==> config.mk <==
export PLATFORM = sky130hd
export DESIGN_NAME = lfsr_burst_sequencer_flat
export DESIGN_NICKNAME = d
export VERILOG_FILES = /design/src/rtl/lfsr_seq_pkg.sv /design/src/rtl/lfsr_burst_sequencer_if.sv /design/src/rtl/lfsr_word_out_reg.sv /design/src/rtl/lfsr_burst_sequencer.sv /design/src/flat_wrapper.sv
export SDC_FILE = /design/constraint.sdc
export NUM_CORES = 1
export LEC_CHECK = 0
export ABC_AREA = 1
export BUFFER_PORTS_ARGS = -buffer_cell sky130_fd_sc_hd__buf_2
export CELL_PAD_IN_SITES_DETAIL_PLACEMENT = 1
export CELL_PAD_IN_SITES_GLOBAL_PLACEMENT = 1
export CORE_MARGIN = 3
export CORE_UTILIZATION = 34
export CTS_CLUSTER_DIAMETER = 120
export CTS_CLUSTER_SIZE = 16
export DETAILED_ROUTE_END_ITERATION = 6
export PLACE_DENSITY_LB_ADDON = 0.1
export SYNTH_ARGS = -nofsm -noshare
export SYNTH_HDL_FRONTEND = slang
export SYNTH_SLANG_ARGS = --single-unit
==> constraint.sdc <==
create_clock -name Clock -period 1.8 [get_ports Clock]
set_clock_uncertainty 0.15 [all_clocks]
set_input_delay 0.54 -clock Clock [delete_from_list [all_inputs] [get_ports Clock]]
set_output_delay 0.54 -clock Clock [all_outputs]
set_load 0.01 [all_outputs]
==> src/rtl/lfsr_seq_pkg.sv <==
// -----------------------------------------------------------------------------
// lfsr_seq_pkg
// Shared types and constants for the LFSR burst sequencer and its stream stage.
//   seq_state_e      : sequencer FSM states (3-bit encoding)
//   STEP_MAX         : largest supported number of LFSR shifts per emitted word
//   CNT_W_DEFAULT    : default width of the burst length / word counter
//   step_cnt_width() : width needed for a down-counter that is loaded with 'step'
// -----------------------------------------------------------------------------
package lfsr_seq_pkg;

  typedef enum logic [2:0] {
    ST_IDLE    = 3'd0,
    ST_LOAD    = 3'd1,
    ST_SHIFT   = 3'd2,
    ST_CAPTURE = 3'd3,
    ST_PRESENT = 3'd4,
    ST_DONE    = 3'd5
  } seq_state_e;

  localparam int STEP_MAX      = 255;
  localparam int CNT_W_DEFAULT = 8;

  // The step counter is loaded with 'step' and counts down to 1, so it must
  // be able to hold the value 'step' itself.
  function automatic int step_cnt_width(input int step);
    return $clog2(step + 1);
  endfunction

endpackage

==> src/rtl/lfsr_burst_sequencer_if.sv <==
// -----------------------------------------------------------------------------
// lfsr_burst_sequencer_if
// Valid/ready word stream carrying the pseudo-random words to a consumer.
//   Word_Out   : data word, held stable while Word_Valid=1 and Word_Ready=0
//   Word_Valid : word present
//   Word_Ready : consumer accepts the word at the next rising edge
// Modports: master (word producer), slave (word consumer).
// -----------------------------------------------------------------------------
interface lfsr_burst_sequencer_if #(
  parameter int Width = 16
);

  logic [Width-1:0] Word_Out;
  logic             Word_Valid;
  logic             Word_Ready;

  modport master (
    output Word_Out,
    output Word_Valid,
    input  Word_Ready
  );

  modport slave (
    input  Word_Out,
    input  Word_Valid,
    output Word_Ready
  );

endinterface

==> src/rtl/lfsr_word_out_reg.sv <==
// -----------------------------------------------------------------------------
// lfsr_word_out_reg
// Output holding register for a valid/ready stream stage.
//   Clock     in  : rising-edge clock
//   sres      in  : synchronous active-high reset (word and valid to 0)
//   load      in  : capture load_data and raise valid
//   load_data in  : word to present
//   clear     in  : drop valid without a handshake (abort); word is kept
//   ready     in  : consumer ready
//   word      out : registered output word
//   valid     out : registered output valid
// Priority: sres > clear > load > handshake. With no event the word and valid
// simply hold, which is what keeps the output stable under backpressure.
// -----------------------------------------------------------------------------
module lfsr_word_out_reg #(
  parameter int Width = 16
) (
  input  logic             Clock,
  input  logic             sres,
  input  logic             load,
  input  logic [Width-1:0] load_data,
  input  logic             clear,
  input  logic             ready,
  output logic [Width-1:0] word,
  output logic             valid
);

  // NOTE: sequential state uses non-blocking (<=) so every register samples
  // pre-edge values; blocking here would create order-dependent simulation.
  always_ff @(posedge Clock) begin
    if (sres) begin
      word  <= '0;
      valid <= 1'b0;
    end else if (clear) begin
      valid <= 1'b0;
    end else if (load) begin
      word  <= load_data;
      valid <= 1'b1;
    end else if (valid && ready) begin
      valid <= 1'b0;
    end
  end

endmodule

==> src/rtl/lfsr_burst_sequencer.sv <==
// -----------------------------------------------------------------------------
// lfsr_burst_sequencer
// Controls an external LFSR (load / shift / seed) and emits a burst of
// Burst_Len words, each being the LFSR state after Step further shifts.
//   Clock         in  : rising-edge clock
//   sres          in  : synchronous active-high reset
//   Start         in  : start a burst (sampled only in IDLE)
//   Abort         in  : return to IDLE without Done (ignored in IDLE)
//   Seed          in  : seed, captured on an accepted Start
//   Burst_Len     in  : number of words, captured on an accepted Start
//   Lfsr_Q        in  : current LFSR state
//   Lfsr_ld_en    out : LFSR parallel load enable (LOAD state only)
//   Lfsr_shift_en out : LFSR shift enable (SHIFT state only)
//   Lfsr_Seed     out : LFSR load data (captured seed)
//   stream        if  : master side of the Word_Out/Word_Valid/Word_Ready stream
//   Busy          out : high in every state except IDLE
//   Done          out : one-cycle pulse after the last word is accepted
// Timing with Start sampled at edge k: LOAD in cycle k+1, SHIFT for Step
// cycles, CAPTURE, first Word_Valid in cycle k+Step+3; with Word_Ready held
// high one word every Step+2 cycles.
// -----------------------------------------------------------------------------
module lfsr_burst_sequencer
  import lfsr_seq_pkg::*;
#(
  parameter int Width = 16,
  parameter int Step  = 16,
  parameter int Cnt_W = CNT_W_DEFAULT
) (
  input  logic                  Clock,
  input  logic                  sres,
  input  logic                  Start,
  input  logic                  Abort,
  input  logic [Width-1:0]      Seed,
  input  logic [Cnt_W-1:0]      Burst_Len,
  input  logic [Width-1:0]      Lfsr_Q,
  output logic                  Lfsr_ld_en,
  output logic                  Lfsr_shift_en,
  output logic [Width-1:0]      Lfsr_Seed,
  lfsr_burst_sequencer_if.master stream,
  output logic                  Busy,
  output logic                  Done
);

  // Step is legal in 1..STEP_MAX; clamp so an out-of-range override still
  // yields a sane counter instead of a zero-width or wrapping one.
  localparam int StepC = (Step < 1) ? 1 : ((Step > STEP_MAX) ? STEP_MAX : Step);
  localparam int StepW = step_cnt_width(StepC);
  localparam logic [StepW-1:0] STEP_LOAD = StepW'(StepC);

  seq_state_e       state_q, state_d;
  logic [Width-1:0] seed_q;
  logic [Cnt_W-1:0] word_cnt_q;
  logic [StepW-1:0] step_cnt_q;

  logic handshake;
  logic abort_act;
  logic last_word;
  logic step_last;

  assign handshake = stream.Word_Valid && stream.Word_Ready;
  assign abort_act = Abort && (state_q != ST_IDLE);
  assign last_word = (word_cnt_q == Cnt_W'(1));
  assign step_last = (step_cnt_q == StepW'(1));

  // ---------------------------------------------------------------------------
  // FSM state register
  // ---------------------------------------------------------------------------
  always_ff @(posedge Clock) begin
    if (sres) state_q <= ST_IDLE;
    else      state_q <= state_d;
  end

  // ---------------------------------------------------------------------------
  // Next state and LFSR enable decode
  // ---------------------------------------------------------------------------
  // NOTE: every output of this block gets a default before the case so no
  // path leaves a variable unassigned, which would infer a latch.
  always_comb begin
    state_d       = state_q;
    Lfsr_ld_en    = 1'b0;
    Lfsr_shift_en = 1'b0;
    unique case (state_q)
      ST_IDLE: begin
        if (Start) state_d = (Burst_Len == '0) ? ST_DONE : ST_LOAD;
      end
      ST_LOAD: begin
        Lfsr_ld_en = 1'b1;
        state_d    = ST_SHIFT;
      end
      ST_SHIFT: begin
        Lfsr_shift_en = 1'b1;
        if (step_last) state_d = ST_CAPTURE;
      end
      ST_CAPTURE: begin
        state_d = ST_PRESENT;
      end
      ST_PRESENT: begin
        if (handshake) state_d = last_word ? ST_DONE : ST_SHIFT;
      end
      ST_DONE: begin
        state_d = ST_IDLE;
      end
      default: begin
        state_d = ST_IDLE;
      end
    endcase
    if (abort_act) state_d = ST_IDLE;
  end

  // ---------------------------------------------------------------------------
  // Seed, word counter and step counter
  // ---------------------------------------------------------------------------
  always_ff @(posedge Clock) begin
    if (sres) begin
      seed_q     <= '0;
      word_cnt_q <= '0;
      step_cnt_q <= '0;
    end else begin
      unique case (state_q)
        ST_IDLE: begin
          if (Start) begin
            seed_q     <= Seed;
            word_cnt_q <= Burst_Len;
          end
        end
        ST_LOAD: begin
          step_cnt_q <= STEP_LOAD;
        end
        ST_SHIFT: begin
          step_cnt_q <= step_cnt_q - 1'b1;
        end
        ST_PRESENT: begin
          // The counter leaves via DONE when it holds 1, so it never wraps
          // even for the maximum Burst_Len.
          if (handshake) begin
            word_cnt_q <= word_cnt_q - 1'b1;
            step_cnt_q <= STEP_LOAD;
          end
        end
        default: ;
      endcase
    end
  end

  // ---------------------------------------------------------------------------
  // Output word register: loads the LFSR state on the edge leaving CAPTURE
  // ---------------------------------------------------------------------------
  lfsr_word_out_reg #(
    .Width (Width)
  ) u_word_out_reg (
    .Clock     (Clock),
    .sres      (sres),
    .load      (state_q == ST_CAPTURE),
    .load_data (Lfsr_Q),
    .clear     (abort_act),
    .ready     (stream.Word_Ready),
    .word      (stream.Word_Out),
    .valid     (stream.Word_Valid)
  );

  assign Lfsr_Seed = seed_q;
  assign Busy      = (state_q != ST_IDLE);
  assign Done      = (state_q == ST_DONE);

endmodule

==> src/flat_wrapper.sv <==
// flat-port wrapper written by rule: the top's interface ports become plain ports
module lfsr_burst_sequencer_flat import lfsr_seq_pkg::*;
#(
  parameter int Width = 16,
  parameter int Step  = 16,
  parameter int Cnt_W = CNT_W_DEFAULT
)
  (Clock, sres, Start, Abort, Seed, Burst_Len, Lfsr_Q, Lfsr_ld_en, Lfsr_shift_en, Lfsr_Seed, Busy, Done, stream_Word_Out, stream_Word_Valid, stream_Word_Ready);
  lfsr_burst_sequencer_if #(.Width(Width)) stream_i ();
  input  logic Clock;
  input  logic sres;
  input  logic Start;
  input  logic Abort;
  input  logic [Width-1:0] Seed;
  input  logic [Cnt_W-1:0] Burst_Len;
  input  logic [Width-1:0] Lfsr_Q;
  output logic Lfsr_ld_en;
  output logic Lfsr_shift_en;
  output logic [Width-1:0] Lfsr_Seed;
  output logic Busy;
  output logic Done;
  output wire logic [$bits(stream_i.Word_Out)-1:0] stream_Word_Out;
  output wire logic [$bits(stream_i.Word_Valid)-1:0] stream_Word_Valid;
  input wire logic [$bits(stream_i.Word_Ready)-1:0] stream_Word_Ready;
  assign stream_Word_Out = stream_i.Word_Out;
  assign stream_Word_Valid = stream_i.Word_Valid;
  assign stream_i.Word_Ready = stream_Word_Ready;
  lfsr_burst_sequencer #(.Width(Width), .Step(Step), .Cnt_W(Cnt_W)) u_core (.Clock(Clock), .sres(sres), .Start(Start), .Abort(Abort), .Seed(Seed), .Burst_Len(Burst_Len), .Lfsr_Q(Lfsr_Q), .Lfsr_ld_en(Lfsr_ld_en), .Lfsr_shift_en(Lfsr_shift_en), .Lfsr_Seed(Lfsr_Seed), .stream(stream_i), .Busy(Busy), .Done(Done));
endmodule
## Word-level counts from Yosys, hierarchy flattened

Index checks and enable logic that the tools add are counted.

- Register bits: 49
- Input port bits: 45
- Logic and storage cells: 48

- $add $sub $neg: 2
- Equal/unequal tests: 10
- Muxes and demuxes: 15
- Bitwise gates (word level): 1
- Reduce and logical (&&, ||, !) cells: 14

Operator list:

| operator | count |
|---|---|
| two-way mux 8 bit | 2 |
| case mux 8 bit (2 select lines) | 1 |
| two-way mux 3 bit | 5 |
| case mux 3 bit (5 select lines) | 1 |
| case mux 5 bit (3 select lines) | 1 |
| equality test 8 x 1 -> 1 bit (second input constant) | 1 |
| zero test 8 bit | 1 |
| subtractor 8 x 1 -> 8 bit (second input constant) | 1 |
| equality test 3 x 2 -> 1 bit (second input constant) | 2 |
| equality test 3 bit (second input constant) | 2 |
| AND reduction 2 bit | 3 |
| AND reduction 3 bit | 2 |
| nonzero test 3 bit | 2 |
| equality test 5 x 1 -> 1 bit (second input constant) | 1 |
| two-way mux 5 bit | 1 |
| subtractor 5 x 1 -> 5 bit (second input constant) | 1 |
| two-way mux 1 bit | 4 |
| != test 2 x 1 -> 1 bit (second input constant) | 2 |
| nonzero test 2 bit | 2 |
| equality test 3 x 1 -> 1 bit (second input constant) | 1 |
| zero test 3 bit | 1 |
| logical AND 1 bit | 2 |
| != test 2 bit (second input constant) | 1 |
| OR reduction 2 bit | 1 |
| NOT 1 bit | 1 |

## Depth between registers and ports, before layout

- Word-level depth: 4
- Gate-level depth with buffers: 9
- Mapped depth without buffers: 9

## Hierarchy

Synthesis repeated with hierarchy kept, for this count alone.

- Cells, all modules: 368
- Area total of the unflattened synthesis: 2472.4 um^2

By module, submodules not included:

| module | instances | cells each | area each (um^2) | seq. area each (um^2) |
|---|---|---|---|---|
| lfsr_burst_sequencer | 1 | 258 | 1736.7 | 640.6 |
| lfsr_word_out_reg | 1 | 110 | 735.7 | 340.3 |

## Least setup slack after synthesis

Ideal clock, no wire load.

- Path kind: input port to flip-flop
- Start: input port Start
- End: register u_core.word_cnt_q[2]
- Arrival time: 1252 ps
- Setup slack: 265 ps
- Stages on the path: 7
- Path buffers: 2
- Path through: buf_2 > o21ai_1 > inv_1 > nand2_1 > buf_6 > o21ai_0 > a21oi_1

- Cells in the longest elaborated chain, start to end: 2

Ends and longest elaborated chain:

| item | RTL line | source |
|---|---|---|
| start: declaration | flat_wrapper.sv:12 | `input logic Start;` |
| != test 2 bit (no source line) | - |  |
| AND reduction 3 bit (no source line) | - |  |
| end signal: assignment | lfsr_burst_sequencer.sv:123 | `word_cnt_q <= Burst_Len;` |
| end signal: assignment | lfsr_burst_sequencer.sv:136 | `word_cnt_q <= word_cnt_q - 1'b1;` |
| end: declaration | lfsr_burst_sequencer.sv:52 | `logic [Cnt_W-1:0] word_cnt_q;` |

Every way passes these cells.
A chain may end at the register's enable or synchronous reset.

## Final worst setup path

- Start: register u_core.state_q[1]
- End: output port Done

- Cells in the longest elaborated chain, start to end: 1

Ends and longest elaborated chain:

| item | RTL line | source |
|---|---|---|
| start: declaration | lfsr_burst_sequencer.sv:50 | `seq_state_e state_q, state_d;` |
| start signal: assignment | lfsr_burst_sequencer.sv:70 | `else state_q <= state_d;` |
| equality test 3 bit | lfsr_burst_sequencer.sv:163 | `assign Done = (state_q == ST_DONE);` |
| end: declaration | flat_wrapper.sv:21 | `output logic Done;` |

Every way passes these cells.

==> impl_metrics.py <==
metrics = {
    "run_status": {
        "run_status": "completed",
    },
    "worst_setup_path": {
        "setup.worst_path.start_class": "register",
        "worstReg2RegEnd": "u_core.state_q[1]",
        "worst_setup_path_end_kind": "primary output",
        "worst-r2r-cell-count": 9,
        "timing.reg2reg.setup_slack_ns": 0.24,
        "timing_worst_setup_path_type": "register to primary output",
        "crit-reg2reg-launch": "u_core.state_q[1]",
        "crit_path_max_fanout": 4,
        "crit_arrival_ns": 1.07,
        "worst_ep_required_time_ns": 1.11,
    },
    "placement": {
        "place_hpwl_um": 4960,
        "port-buffer-count": 81,
        "worst_slack_after_detailed_placement_ns": 0.0993,
        "gp_congestion": 0.760,
    },
    "cells_and_area": {
        "layout_cell_share_with_drive_strength_beyond_1": 0.295,
        "final_cell_mix": "79 x buf_2, 63 x nand2_1, 59 x nor2_1, 46 x dfxtp_1, 32 x a21oi_1",
        "nNetsFinal": 461,
        "layout.core_utilization": 0.457,
        "diodes_inserted": 0,
        "syn2layout_area_growth_pct": 29.2,
        "final_common_cell": "buf_2",
    },
    "timing": {
        "setup_violations": 0,
        "worst_hold_slack_ns": 0.310,
        "period_needed_ns": 1.76,
        "worst_pin_slew_ns": 0.351,
        "max_slew_margin": 0.765,
        "timing_max_transition_violations_final": 0,
        "finalWorstSetupSlack_ns": 0.0402,
        "clock.fmax_ghz": 0.568,
        "hold_violation_count_in_the_final_report": 0,
        "grt_setup_unrepaired": "true",
        "final_min_period_over_clock_period": 0.978,
    },
    "cts": {
        "hold_buffers": 0,
        "cts.clk_slew.worst_paths_ns": 0.10,
        "clock_sink_count": 49,
        "max-clock-path-buffers": 2,
        "cts_buffers": 5,
        "cts_max_level": 2,
        "cts_root_buf": "clkbuf_8",
        "tritoncts_clock_tree": "yes",
        "source_to_sink_clock_delay_at_the_later_pin_of_the_worst_skew_pair_ns": 0.30,
    },
    "drt": {
        "ant_nets": 0,
        "drt_pass1_iterations": 4,
        "drc": 0,
        "detail_route.vias_per_cell": 4.85,
        "routed_wl_um": 6670,
        "detailroute.via_count": 2378,
        "detailedRoute.firstIterationViolations": 46,
        "wire_per_inst_um": 13.6,
    },
    "synth": {
        "synthesis.nets": 376,
        "synth_cells": 327,
        "ys_seq_area_frac": 0.431,
        "avgSynthCellArea_um2": 6.95,
        "seq_cells_post_synth": 49,
        "yosysWarningCount": 0,
        "netlist-cell-type-count": 23,
        "mappedNetlistArea_um2": 2270,
    },
    "global_route": {
        "grt_max_degree": 27,
        "grt_first_pass_wirelength_um": 11100,
        "grt_antenna_before_repair": 0,
        "via_count_of_the_first_global_routing_pass": 2492,
        "global_route_usage_over_all_layers": 0.178,
        "grt_remaining_overflow": 0,
    },
    "floorplanning": {
        "die-width_um": 87.8,
        "total_die_area_um2": 7700,
        "design.portCount": 82,
        "fp.dieH_um": 87.8,
        "placementRows": 29,
        "starting_density_of_the_core": 0.354,
        "fp.coreArea_um2": 6420,
    },
    "power_and_ir_drop": {
        "power_density_nw_per_um2": 1370,
        "vdd_ir_drop_max_mv": 0.512,
        "power.leakage_nw": 1.44,
    },
    "min_path": {
        "min_from": "Lfsr_Q[7]",
        "timing.hold.worst.class": "input port to register",
        "hold-path-endpoint": "u_core.u_word_out_reg.word[7]",
        "min_path_cells": 3,
    },
    "flow_run": {
        "max_capacitance_violation_count": 0,
    },
}
## synthesized netlist by cell type
master	instances	area (µm²)
nand2_1	65	244
nor2_1	62	233
dfxtp_1	49	981
a21oi_1	32	160
nand3_1	31	155
o21ai_0	29	145
inv_1	25	93.8
buf_6	4	45.0
clkbuf_1	4	15.0
ha_1	4	50.1
o21ai_1	3	15.0
or2_2	3	18.8
buf_1	2	7.51
buf_4	2	15.0
inv_2	2	7.51
nand2_4	2	22.5
nor2_4	2	22.5
buf_2	1	5.00
clkbuf_4	1	7.51
nand2_2	1	6.26
nand3b_1	1	7.51
o211ai_1	1	7.51
xor2_1	1	8.76
## through the flow
step                      power [W]  TNS, ns  cells  area, µm²
after CTS                   0.00390  -0.0461    487       2870
after detailed placement    0.00306        0    479       2740
after global placement      0.00301        0    479       2740
after global routing        0.00437  -0.0578    490       2940
after floorplan             0.00260        0    327       2270
final                       0.00401        0    490       2940
## logic make-up after synthesis
logic type,Yosys count,synth area share
fa+ha+maj,4,0.0220
buf+inv,41,0.0864
xor+xnor,1,0.00385
flops,49,0.431
simple gates,167,0.312
compound gates,65,0.144
## how the worst max path moves through the flow
| stage | startpoint | to | slack (ns) | cells after the start |
|---|---|---|---|---|
| floorplan | Start | u_core.word_cnt_q[2] | 0.27 | 7 |
| global placement | stream_Word_Ready | u_core.word_cnt_q[7] | 0.13 | 8 |
| detailed placement | stream_Word_Ready | u_core.word_cnt_q[7] | 0.1 | 8 |
| CTS | u_core.state_q[0] | Busy | -0.03 | 3 |
| global route | u_core.state_q[0] | Lfsr_ld_en | -0.03 | 3 |
| finish | u_core.state_q[1] | Done | 0.04 | 4 |
## sequential cells by signal, indices dropped and copies added, names as in the netlist
signal / cells
u_core.Lfsr_Seed: 16
u_core.u_word_out_reg.word: 16
u_core.word_cnt_q: 8
u_core.step_cnt_q: 5
u_core.state_q: 3
u_core.u_word_out_reg.valid: 1
## layout make-up
type                       instances  area (µm²)
fill                             855        3490
multi-input combinational        237        1130
sequential                        49         992
timing repair buffer              92         497
inverter                          27         109
tap                               77        96.3
clock buffer                       6        72.6
clock inverter                     2        38.8
## report_power, final
group          leakage [nW]  switching (W)  internal [W]  total, W
clock network        0.0554       0.000390      0.000418  0.000808
logic                 0.986        0.00104      0.000668   0.00171
registers             0.402       0.000176       0.00132   0.00149
total                  1.44        0.00161       0.00240   0.00401
## worst max-delay path, stage by stage, from the launching register on
cell and delay [ns]:
dfxtp_4 0.39, inv_2 0.07, nand2_2 0.07, nor2_2 0.11
buf_2 0.13
## timing repair
item,in CTS,in global routing
setup endpoints to repair,4,4
buffers inserted,0,3
pin swaps,0,5
gates resized for setup,8,16
## per-layer routing
layer / up-vias / wire length [µm] / GRT usage
li1: 1217 / - / -
met5: - / 0 / 0
met4: 0 / 53 / 0.0377
met1: 1108 / 2950 / 0.221
met2: 47 / 3300 / 0.310
met3: 6 / 373 / 0.0480
Power figures use the tool's default switching activity.
